### config.mk
export PLATFORM = sky130hd
export DESIGN_NAME = hazard_stall_unit
export DESIGN_NICKNAME = d
export VERILOG_FILES = /design/src/rtl/hazard_stall_unit_pkg.sv /design/src/rtl/hazard_stall_unit_load_scoreboard.sv /design/src/rtl/hazard_stall_unit.sv
export SDC_FILE = /design/constraint.sdc
export NUM_CORES = 1
export LEC_CHECK = 0
export BUFFER_PORTS_ARGS = -buffer_cell sky130_fd_sc_hd__buf_2
export CAP_MARGIN = 20
export CORE_MARGIN = 4
export CORE_UTILIZATION = 59
export CTS_BUF_LIST = sky130_fd_sc_hd__clkbuf_16
export CTS_CLUSTER_SIZE = 28
export DETAILED_ROUTE_END_ITERATION = 10
export PLACE_DENSITY = 0.85
export RECOVER_POWER = 50
export SETUP_SLACK_MARGIN = 0.05
export SLEW_MARGIN = 0
export SYNTH_ARGS = -nofsm -noshare
export SYNTH_HDL_FRONTEND = slang
export SYNTH_SLANG_ARGS = --single-unit
### constraint.sdc
create_clock -name clk -period 7.23 [get_ports clk]
set_input_delay 0 -clock clk [delete_from_list [all_inputs] [get_ports clk]]
set_output_delay 0 -clock clk [all_outputs]
set_load 0.02 [all_outputs]
### src/rtl/hazard_stall_unit_pkg.sv
// Shared definitions for the hazard/stall unit: stall-cause vector layout,
// operand slot numbering and the scoreboard counter width helper.
package hazard_stall_unit_pkg;

    // Default number of external busy sources.
    localparam int STALL_N_BUSY = 2;

    // Bit positions inside the stall-cause vector.
    // Bit 0 is the load hazard, bit k+1 is busy[k].
    localparam int STALL_LOAD      = 0;
    localparam int STALL_BUSY_LSB  = 1;

    // Cause vector for the default busy-source count.
    typedef logic [STALL_N_BUSY:0] stall_cause_t;

    // Operand slots of the decoded instruction.
    localparam int N_OPERANDS = 3;
    localparam int OP_D       = 0;
    localparam int OP_S       = 1;
    localparam int OP_T       = 2;

    // Width of one countdown counter able to hold the load latency.
    function automatic int sb_cnt_width(input int latency);
        int w;
        w = $clog2(latency + 1);
        if (w < 1) begin
            w = 1;
        end
        return w;
    endfunction

endpackage

### src/rtl/hazard_stall_unit_load_scoreboard.sv
// Per-register load latency scoreboard. Each architectural register owns a
// countdown that is loaded when a load targeting it issues and then counts
// down to zero; a nonzero count means the result is not yet forwardable.
// Three lookup ports (d, s, t) report whether a decoded operand must wait.
module load_scoreboard
    import hazard_stall_unit_pkg::*;
#(
    parameter int LOAD_LATENCY = 1,
    parameter int REG_NUM      = 16,
    parameter int ZERO_REG     = 1,
    parameter int REG_W        = $clog2(REG_NUM)
) (
    input  logic                        clk,
    input  logic                        rstn,
    input  logic                        dec_valid,
    input  logic [N_OPERANDS-1:0]       dec_src_v,
    input  logic [N_OPERANDS*REG_W-1:0] dec_src_idx,
    input  logic                        load_issue,
    input  logic                        flush,
    output logic                        load_hazard
);

    localparam int              SB_W     = sb_cnt_width(LOAD_LATENCY);
    localparam logic [SB_W-1:0] LAT_VAL  = SB_W'(LOAD_LATENCY);
    localparam logic [SB_W-1:0] ONE      = SB_W'(1);
    localparam bit              SKIP_R0  = (ZERO_REG != 0);

    logic [SB_W-1:0]       cnt_q [REG_NUM];
    logic [SB_W-1:0]       cnt_d [REG_NUM];
    logic [REG_W-1:0]      dst_idx;
    logic [N_OPERANDS-1:0] op_pending;
    logic [N_OPERANDS-1:0] op_hit;

    // The load destination always sits in the d slot.
    assign dst_idx = dec_src_idx[OP_D*REG_W +: REG_W];

    // Counter update: flush clears everything, a fresh load issue reloads the
    // full latency (winning over the decrement), otherwise count down to zero.
    always_comb begin
        for (int r = 0; r < REG_NUM; r++) begin
            cnt_d[r] = cnt_q[r];
            if (flush) begin
                cnt_d[r] = '0;
            end else if (load_issue && (dst_idx == REG_W'(r)) &&
                         !(SKIP_R0 && (r == 0))) begin
                cnt_d[r] = LAT_VAL;
            end else if (cnt_q[r] != '0) begin
                cnt_d[r] = cnt_q[r] - ONE;
            end
        end
    end

    // Counter array state.
    always_ff @(posedge clk or negedge rstn) begin
        if (!rstn) begin
            for (int r = 0; r < REG_NUM; r++) begin
                cnt_q[r] <= '0;
            end
        end else begin
            for (int r = 0; r < REG_NUM; r++) begin
                cnt_q[r] <= cnt_d[r];
            end
        end
    end

    // Operand lookup: compare against every register so that indices beyond
    // REG_NUM (non power-of-two register files) simply never match.
    always_comb begin
        for (int i = 0; i < N_OPERANDS; i++) begin
            op_pending[i] = 1'b0;
            for (int r = 0; r < REG_NUM; r++) begin
                if ((dec_src_idx[i*REG_W +: REG_W] == REG_W'(r)) &&
                    (cnt_q[r] != '0) && !(SKIP_R0 && (r == 0))) begin
                    op_pending[i] = 1'b1;
                end
            end
            op_hit[i] = dec_src_v[i] & op_pending[i];
        end
    end

    // Hazard only when decode actually holds an instruction.
    assign load_hazard = dec_valid & (|op_hit);

endmodule

### src/rtl/hazard_stall_unit.sv
// Front-end stall unit. Merges the load hazard from the scoreboard with the
// external busy requests into a cause vector, drives the combinational PC /
// decode hold, a delayed copy for the decode phase, and a saturating count of
// stalled cycles.
//
// Handshake: decode presents an instruction with dec_valid; it is accepted
// (issues) in any cycle where stall_pc is low and flush is low. While
// stall_pc is high the same instruction must be held and re-presented;
// nothing about it is recorded until the cycle it issues.
module hazard_stall_unit
    import hazard_stall_unit_pkg::*;
#(
    parameter int LOAD_LATENCY = 1,
    parameter int N_BUSY       = STALL_N_BUSY,
    parameter int REG_NUM      = 16,
    parameter int ZERO_REG     = 1,
    parameter int PHASE_DELAY  = 1,
    parameter int CNT_W        = 16,
    localparam int REG_W       = $clog2(REG_NUM)
) (
    input  logic                        clk,
    input  logic                        rstn,
    input  logic                        dec_valid,
    input  logic [2:0]                  dec_src_v,
    input  logic [3*REG_W-1:0]          dec_src_idx,
    input  logic                        dec_is_load,
    input  logic                        dec_dst_we,
    input  logic                        flush,
    input  logic [N_BUSY-1:0]           busy,
    input  logic                        cnt_clr,
    output logic                        stall_pc,
    output logic                        stall_phase,
    output logic [N_BUSY:0]             stall_cause,
    output logic [CNT_W-1:0]            stall_cnt
);

    localparam logic [CNT_W-1:0] CNT_MAX = '1;
    localparam logic [CNT_W-1:0] CNT_ONE = CNT_W'(1);

    logic                   load_hazard;
    logic                   issue;
    logic                   load_issue;
    logic [N_BUSY:0]        cause;
    logic [PHASE_DELAY-1:0] phase_q;
    logic [PHASE_DELAY-1:0] phase_d;
    logic [CNT_W-1:0]       stall_cnt_q;
    logic [CNT_W-1:0]       stall_cnt_d;

    // Only an unstalled, unflushed load that writes its d register is tracked.
    assign issue      = dec_valid & ~stall_pc & ~flush;
    assign load_issue = issue & dec_is_load & dec_dst_we;

    load_scoreboard #(
        .LOAD_LATENCY (LOAD_LATENCY),
        .REG_NUM      (REG_NUM),
        .ZERO_REG     (ZERO_REG),
        .REG_W        (REG_W)
    ) u_load_scoreboard (
        .clk          (clk),
        .rstn         (rstn),
        .dec_valid    (dec_valid),
        .dec_src_v    (dec_src_v),
        .dec_src_idx  (dec_src_idx),
        .load_issue   (load_issue),
        .flush        (flush),
        .load_hazard  (load_hazard)
    );

    // Cause merge: load hazard in the low bit, busy sources above it.
    always_comb begin
        cause                                     = '0;
        cause[STALL_LOAD]                         = load_hazard;
        cause[STALL_BUSY_LSB +: N_BUSY]           = busy;
    end

    assign stall_cause = cause;
    assign stall_pc    = |cause;

    // Delay line for stall_phase; a flush empties it so no stale hold leaks
    // into the refilled pipe.
    always_comb begin
        phase_d    = '0;
        phase_d[0] = stall_pc;
        for (int i = 1; i < PHASE_DELAY; i++) begin
            phase_d[i] = phase_q[i-1];
        end
        if (flush) begin
            phase_d = '0;
        end
    end

    // Delay line state.
    always_ff @(posedge clk or negedge rstn) begin
        if (!rstn) begin
            phase_q <= '0;
        end else begin
            phase_q <= phase_d;
        end
    end

    assign stall_phase = phase_q[PHASE_DELAY-1];

    // Stall cycle counter: clear has priority, otherwise count once per
    // stalled cycle regardless of how many causes are active, and stick at
    // all-ones.
    always_comb begin
        stall_cnt_d = stall_cnt_q;
        if (cnt_clr) begin
            stall_cnt_d = '0;
        end else if (stall_pc && (stall_cnt_q != CNT_MAX)) begin
            stall_cnt_d = stall_cnt_q + CNT_ONE;
        end
    end

    // Stall counter state.
    always_ff @(posedge clk or negedge rstn) begin
        if (!rstn) begin
            stall_cnt_q <= '0;
        end else begin
            stall_cnt_q <= stall_cnt_d;
        end
    end

    assign stall_cnt = stall_cnt_q;

endmodule

Word-level counts from Yosys, hierarchy flattened
Index checks and enable logic that the tools add are counted.

Bits in writable memories: 0. Memories kept: 0. Bits of input ports: 24. Flip-flop bits (word level): 32. Output and inout bits: 21. Latch bits: 0. Memory bits (read-only): 0.

Bitwise operators: 10. Equal/unequal tests: 46. Add/subtract/negate cells: 16. Multiplexer cells: 93. Multiply operators: 0. Div/mod/pow operators: 0. $lt $le $gt $ge: 0. Reductions and logical operators: 64. Shifts and indexed selects: 0.

Operators by type and width (count): 4-bit equality test (second input constant) (24); 1-bit 2-to-1 mux (91); 1-bit logical AND (61); 4-bit by 3-bit equality test with 1-bit output (second input constant) (12); 16-bit 2-to-1 mux (2); 4-bit by 2-bit equality test with 1-bit output (second input constant) (6); 16-bit by 1-bit adder with 16-bit output (second input constant) (1); 16-bit != test (second input constant) (1); 1-bit subtractor (second input constant) (15); 4-bit by 1-bit equality test with 1-bit output (second input constant) (3); 1-bit bitwise AND (8); 3-bit OR reduction (2); 1-bit inverter (2); 2-bit nonzero test (1).

Longest topological paths before layout
Depth after elaboration: 29. Depth in mapped cells: 9. Gate-level depth less buffers: 8.

Hierarchy
A second synthesis with hierarchy kept.

Cells, all modules: 214. Area, all modules: 2006.9 µm².

Modules (own cells, without submodules): hazard_stall_unit (area each 1008.5 µm², cells each 101, times used 1, sequential area each 425.4 µm²); load_scoreboard (area each 998.5 µm², cells each 113, times used 1, sequential area each 375.4 µm²).

Least setup slack after synthesis
Ideal clock, no wire load.

Kind: reg2reg. From: register u_load_scoreboard.cnt_q[5] (netlist name). To: register stall_cnt_q[3], in the netlist stall_cnt[3]. Clock period less this slack: 2.442 ns. Setup slack: 4.788 ns. Arrival time: 2.314 ns. Stages on the path, launching flop included: 9. Setup time: 0.128 ns. Cell sequence: dfrtp_1 > mux2_4 > a221oi_2 > a311oi_1 > o41a_1 > o31ai_4 > inv_2 > o211ai_1 > mux2_1.

Word-level cells in the longest chain between the ends: 13. Elaborated cells on any way between the ends: 29. Classes of those cells: 18 x mux; 4 x bitwise; 7 x reduce/logical.

RTL lines: from (decl) (line hazard_stall_unit_load_scoreboard.sv:28) `logic [SB_W-1:0] cnt_q [REG_NUM];`; from (signal, indexed assignment) (line hazard_stall_unit_load_scoreboard.sv:61) `cnt_q[r] <= cnt_d[r];`; 1-bit logical AND (line hazard_stall_unit_load_scoreboard.sv:72) `if ((dec_src_idx[i*REG_W +: REG_W] == REG_W'(r)) &&`; 1-bit 2-to-1 mux (6 in series) (line hazard_stall_unit_load_scoreboard.sv:72); 1-bit bitwise AND (line hazard_stall_unit_load_scoreboard.sv:77) `op_hit[i] = dec_src_v[i] & op_pending[i];`; 3-bit OR reduction * (line hazard_stall_unit_load_scoreboard.sv:82) `assign load_hazard = dec_valid & (|op_hit);`; 1-bit bitwise AND * (line hazard_stall_unit_load_scoreboard.sv:82); via load_hazard (line hazard_stall_unit.sv:40) `logic load_hazard;`; 3-bit OR reduction * (line hazard_stall_unit.sv:77) `assign stall_pc = |cause;`; 1-bit logical AND * (line hazard_stall_unit.sv:110) `end else if (stall_pc && (stall_cnt_q != CNT_MAX)) begin`; 2-bit nonzero test (no line) *; to (signal assigned) (line hazard_stall_unit.sv:120) `stall_cnt_q <= stall_cnt_d;`; to (decl) (line hazard_stall_unit.sv:46) `logic [CNT_W-1:0] stall_cnt_q;`.

Mark *: on every way through the listed nets, which the timed path passes. The rest lies on a longest branch. A chain may end at the register's enable or synchronous reset.

Worst setup path in the final report
From: register u_load_scoreboard.cnt_q[5] (netlist name). To: output port stall_pc.

Word-level cells in the longest chain between the ends: 11. Elaborated cells on any way between the ends: 27. Classes of those cells: 18 x mux; 4 x bitwise; 5 x reduce/logical.

RTL lines: 1-bit logical AND (line hazard_stall_unit_load_scoreboard.sv:72); 1-bit 2-to-1 mux (6 in series) (line hazard_stall_unit_load_scoreboard.sv:72); 1-bit bitwise AND (line hazard_stall_unit_load_scoreboard.sv:77); 3-bit OR reduction * (line hazard_stall_unit_load_scoreboard.sv:82); 1-bit bitwise AND * (line hazard_stall_unit_load_scoreboard.sv:82); 3-bit OR reduction * (line hazard_stall_unit.sv:77); to (decl) (line hazard_stall_unit.sv:31) `output logic stall_pc,`.

Every way passes the cells marked *; elsewhere a longest branch is shown, timed or not.

==> flow_summary.json <==
{
  "dieArea_mm2": 0.004618,
  "clkPwrFrac": 0.459,
  "tns_ns": 0,
  "n_antenna_cell": 0,
  "grt_pass1_wl_um": 8059,
  "wl_met1_um": 2082,
  "area_delta_synth_final_pct": 15.87,
  "leakage_nw": 1.106,
  "max_cap_viol_count": 1,
  "crit_type": "register to primary output",
  "async_reset_ff_frac": 1.000,
  "vias": 1900,
  "wl_met2_um": 2299,
  "clock-sinks": 32,
  "switching_share": 0.2489,
  "drc": 0,
  "start_kind": "register",
  "fp-row-count": 21,
  "final_common_cell": "dfrtp_1",
  "core-area_mm2": 0.003416,
  "p_seq_frac": 0.427,
  "post_route_cells_drive_above_1_share": 0.1704,
  "hold_path_class": "input pin to register",
  "setup_ws_ns": 4.338,
  "clk_path_buf_depth": 2,
  "layout_common_cells": "32 x dfrtp_1, 31 x nor2_1, 26 x buf_2, 18 x clkbuf_1, 16 x nor2b_1",
  "synth-edff-count": 0,
  "cp_max_fo": 13,
  "finalCritPeriodShare": 0.4001,
  "ir_worst_vdd_uv": 154.2,
  "grtUsageTotal": 0.2361,
  "end_kind": "primary output",
  "overflow": 0,
  "yosysWarningCount": 0,
  "synth_nets": 256,
  "synth-seq-area-share": 0.3776,
  "io_pins": 45,
  "final-hold-violation-count": 0,
  "worstMarginPinSlew_ns": 1.687,
  "synth_ff_type": "dfrtp_1",
  "dp_slack_ns": 4.451,
  "crit_required_ns": 7.23,
  "numCtsBuffers": 5,
  "die_w_um": 67.96,
  "mappedNetlistArea_mm2": 0.002121,
  "skew_ns": 0.002888,
  "synth_cell_types": 49,
  "place.gp.congestion": 0.8714,
  "post_drt_wl_per_cell_um": 15.51,
  "intPower_uw": 322.8,
  "fmax_ghz": 0.3457,
  "cts_setup_buffers": 0,
  "cts_tree": "built",
  "antenna_found_initial": 0,
  "initial_core_util": 0.6209,
  "dpl.hpwl_um": 3478,
  "clk_pin_slew_ns": 0.05,
  "cp.arrival_ns": 2.89,
  "portBuffers": 44,
  "avgSynthCellArea_um2": 9.181,
  "grt_max_degree": 33,
  "final-setup-viol-count": 0,
  "highest_layer": "met4",
  "slew_violations": 33,
  "relSlewSlack": -0.1250,
  "grt_pass1_vias": 1767,
  "htree_num_levels": 2,
  "ys_ff_latch": 32,
  "p_comb_frac": 0.115,
  "layout_min_cycle_time_ns": 2.892,
  "run_status": "complete, but fails checks",
  "power_density_mw_per_mm2": 174.9,
  "rsz0062_at_grt": "false",
  "p_switching_uw": 107.0,
  "syn_inst": 231,
  "clock_latency_ns": 0.28,
  "dieHeight_um": 67.96,
  "dr.pass1.iters": 4,
  "postRouteAntennaNets": 0,
  "wl_met3_um": 457,
  "cts_root_buffer": "clkbuf_16",
  "layout.nets": 294,
  "violations": "capacitance limit, slew limit",
  "drt-total-wl_um": 4901,
  "viasPerCell": 6.013,
  "drt_iter0_drc": 202
}
worst max-delay path, stage by stage (launching register included):
cell and delay (ns):
dfrtp_1 0.39, mux2_4 0.28, a221oi_2 0.26, a311oi_1 0.08, o41a_1 0.50, o31ai_4 0.54
inv_2 0.10, nor2_1 0.24, inv_1 0.06, buf_2 0.16
power groups by stage:
| stage | Sequential (mW) | Clock (mW) | Combinational [mW] |
|---|---|---|---|
| finish | 0.183 | 0.197 | 0.0493 |
| global route | 0.183 | 0.210 | 0.0540 |
| CTS | 0.183 | 0.202 | 0.0498 |
| detailed placement | 0.186 | 0 | 0.0482 |
| global placement | 0.186 | 0 | 0.0473 |
| floorplan | 0.188 | 0 | 0.0287 |
registers in the layout, indices dropped and copies added (netlist names):
| register | cells |
|---|---|
| stall_cnt | 16 |
| stall_phase | 1 |
| u_load_scoreboard.cnt_q | 15 |
area by class of cell:
cell class | instances | area, µm²
clock buffer | 5 | 125.1
clock inverter | 3 | 13.76
fill | 269 | 958.4
sequential | 32 | 800.8
timing repair buffer | 47 | 227.7
multi-input combinational | 170 | 1184
tap | 46 | 57.56
inverter | 13 | 48.80
layer usage:
layer / global-route usage / vias up
li1: - / 915
met1: 0.3281 / 900
met3: 0.05583 / 6
met5: 0 / -
met4: 0.09181 / 0
met2: 0.3550 / 79
cell families after synthesis:
group / after synthesis / share of synthesized area
DFF: 32 / 0.3776
and+or+nand+nor: 102 / 0.2566
muxes: 26 / 0.1351
AOI/OAI and AO/OA: 41 / 0.1605
adders and majority gates: 1 / 0.005899
buffers and inverters: 29 / 0.06430
cells in the mapped netlist (3+ instances only):
cell type,n,share of area
inv_1,12,0.021
nor2b_1,16,0.047
nand4_1,4,0.012
o311ai_0,3,0.012
nor3_1,5,0.012
mux2i_1,8,0.038
a211oi_1,12,0.042
mux2_1,11,0.058
buf_4,3,0.011
nand3b_1,4,0.014
a221oi_1,3,0.012
nor2_1,31,0.055
dfrtp_1,32,0.38
a21oi_1,3,0.0071
o21ai_0,3,0.0071
nand3_1,9,0.021
and3_1,4,0.012
mux2_2,6,0.032
nand2b_1,4,0.012
nand2_1,12,0.021
clkbuf_1,10,0.018
worst paths after layout:
check                                                      from                               endpoint  slack (ns)  cells past startpoint
min                                              dec_src_idx[3]  u_load_scoreboard.cnt_q[14]$_DFF_PN0_        0.11                      2
min in group asynchronous                                  rstn               stall_cnt[9]$_DFFE_PN0P_        0.70                      2
min reg2reg                            stall_cnt[2]$_DFFE_PN0P_               stall_cnt[2]$_DFFE_PN0P_        0.52                      1
max in group asynchronous                                  rstn  u_load_scoreboard.cnt_q[11]$_DFF_PN0_        5.55                      2
max reg2reg                u_load_scoreboard.cnt_q[5]$_DFF_PN0_               stall_cnt[3]$_DFFE_PN0P_        4.41                      8
max                        u_load_scoreboard.cnt_q[5]$_DFF_PN0_                               stall_pc        4.34                      9
through the flow:
stage | hold WS [ns] | cell area (µm²) | cells | util | power, mW
after floorplan | -0.2956 | 2121 | 231 | - | 0.2172
after global placement | 0.07791 | 2311 | 305 | 0.6766 | 0.2334
after detailed placement | 0.08602 | 2311 | 305 | 0.6766 | 0.2345
after CTS | 0.09780 | 2480 | 316 | 0.7260 | 0.4347
after global routing | 0.1172 | 2457 | 316 | 0.7194 | 0.4472
final | 0.1089 | 2457 | 316 | 0.7194 | 0.4298
repair_timing:
item                      4_1_cts  5_1_grt
hold buffers                    3        0
resized for setup               0        0
hold endpoints to repair       36        0
Note: power is estimated with default switching activity, not from simulation.
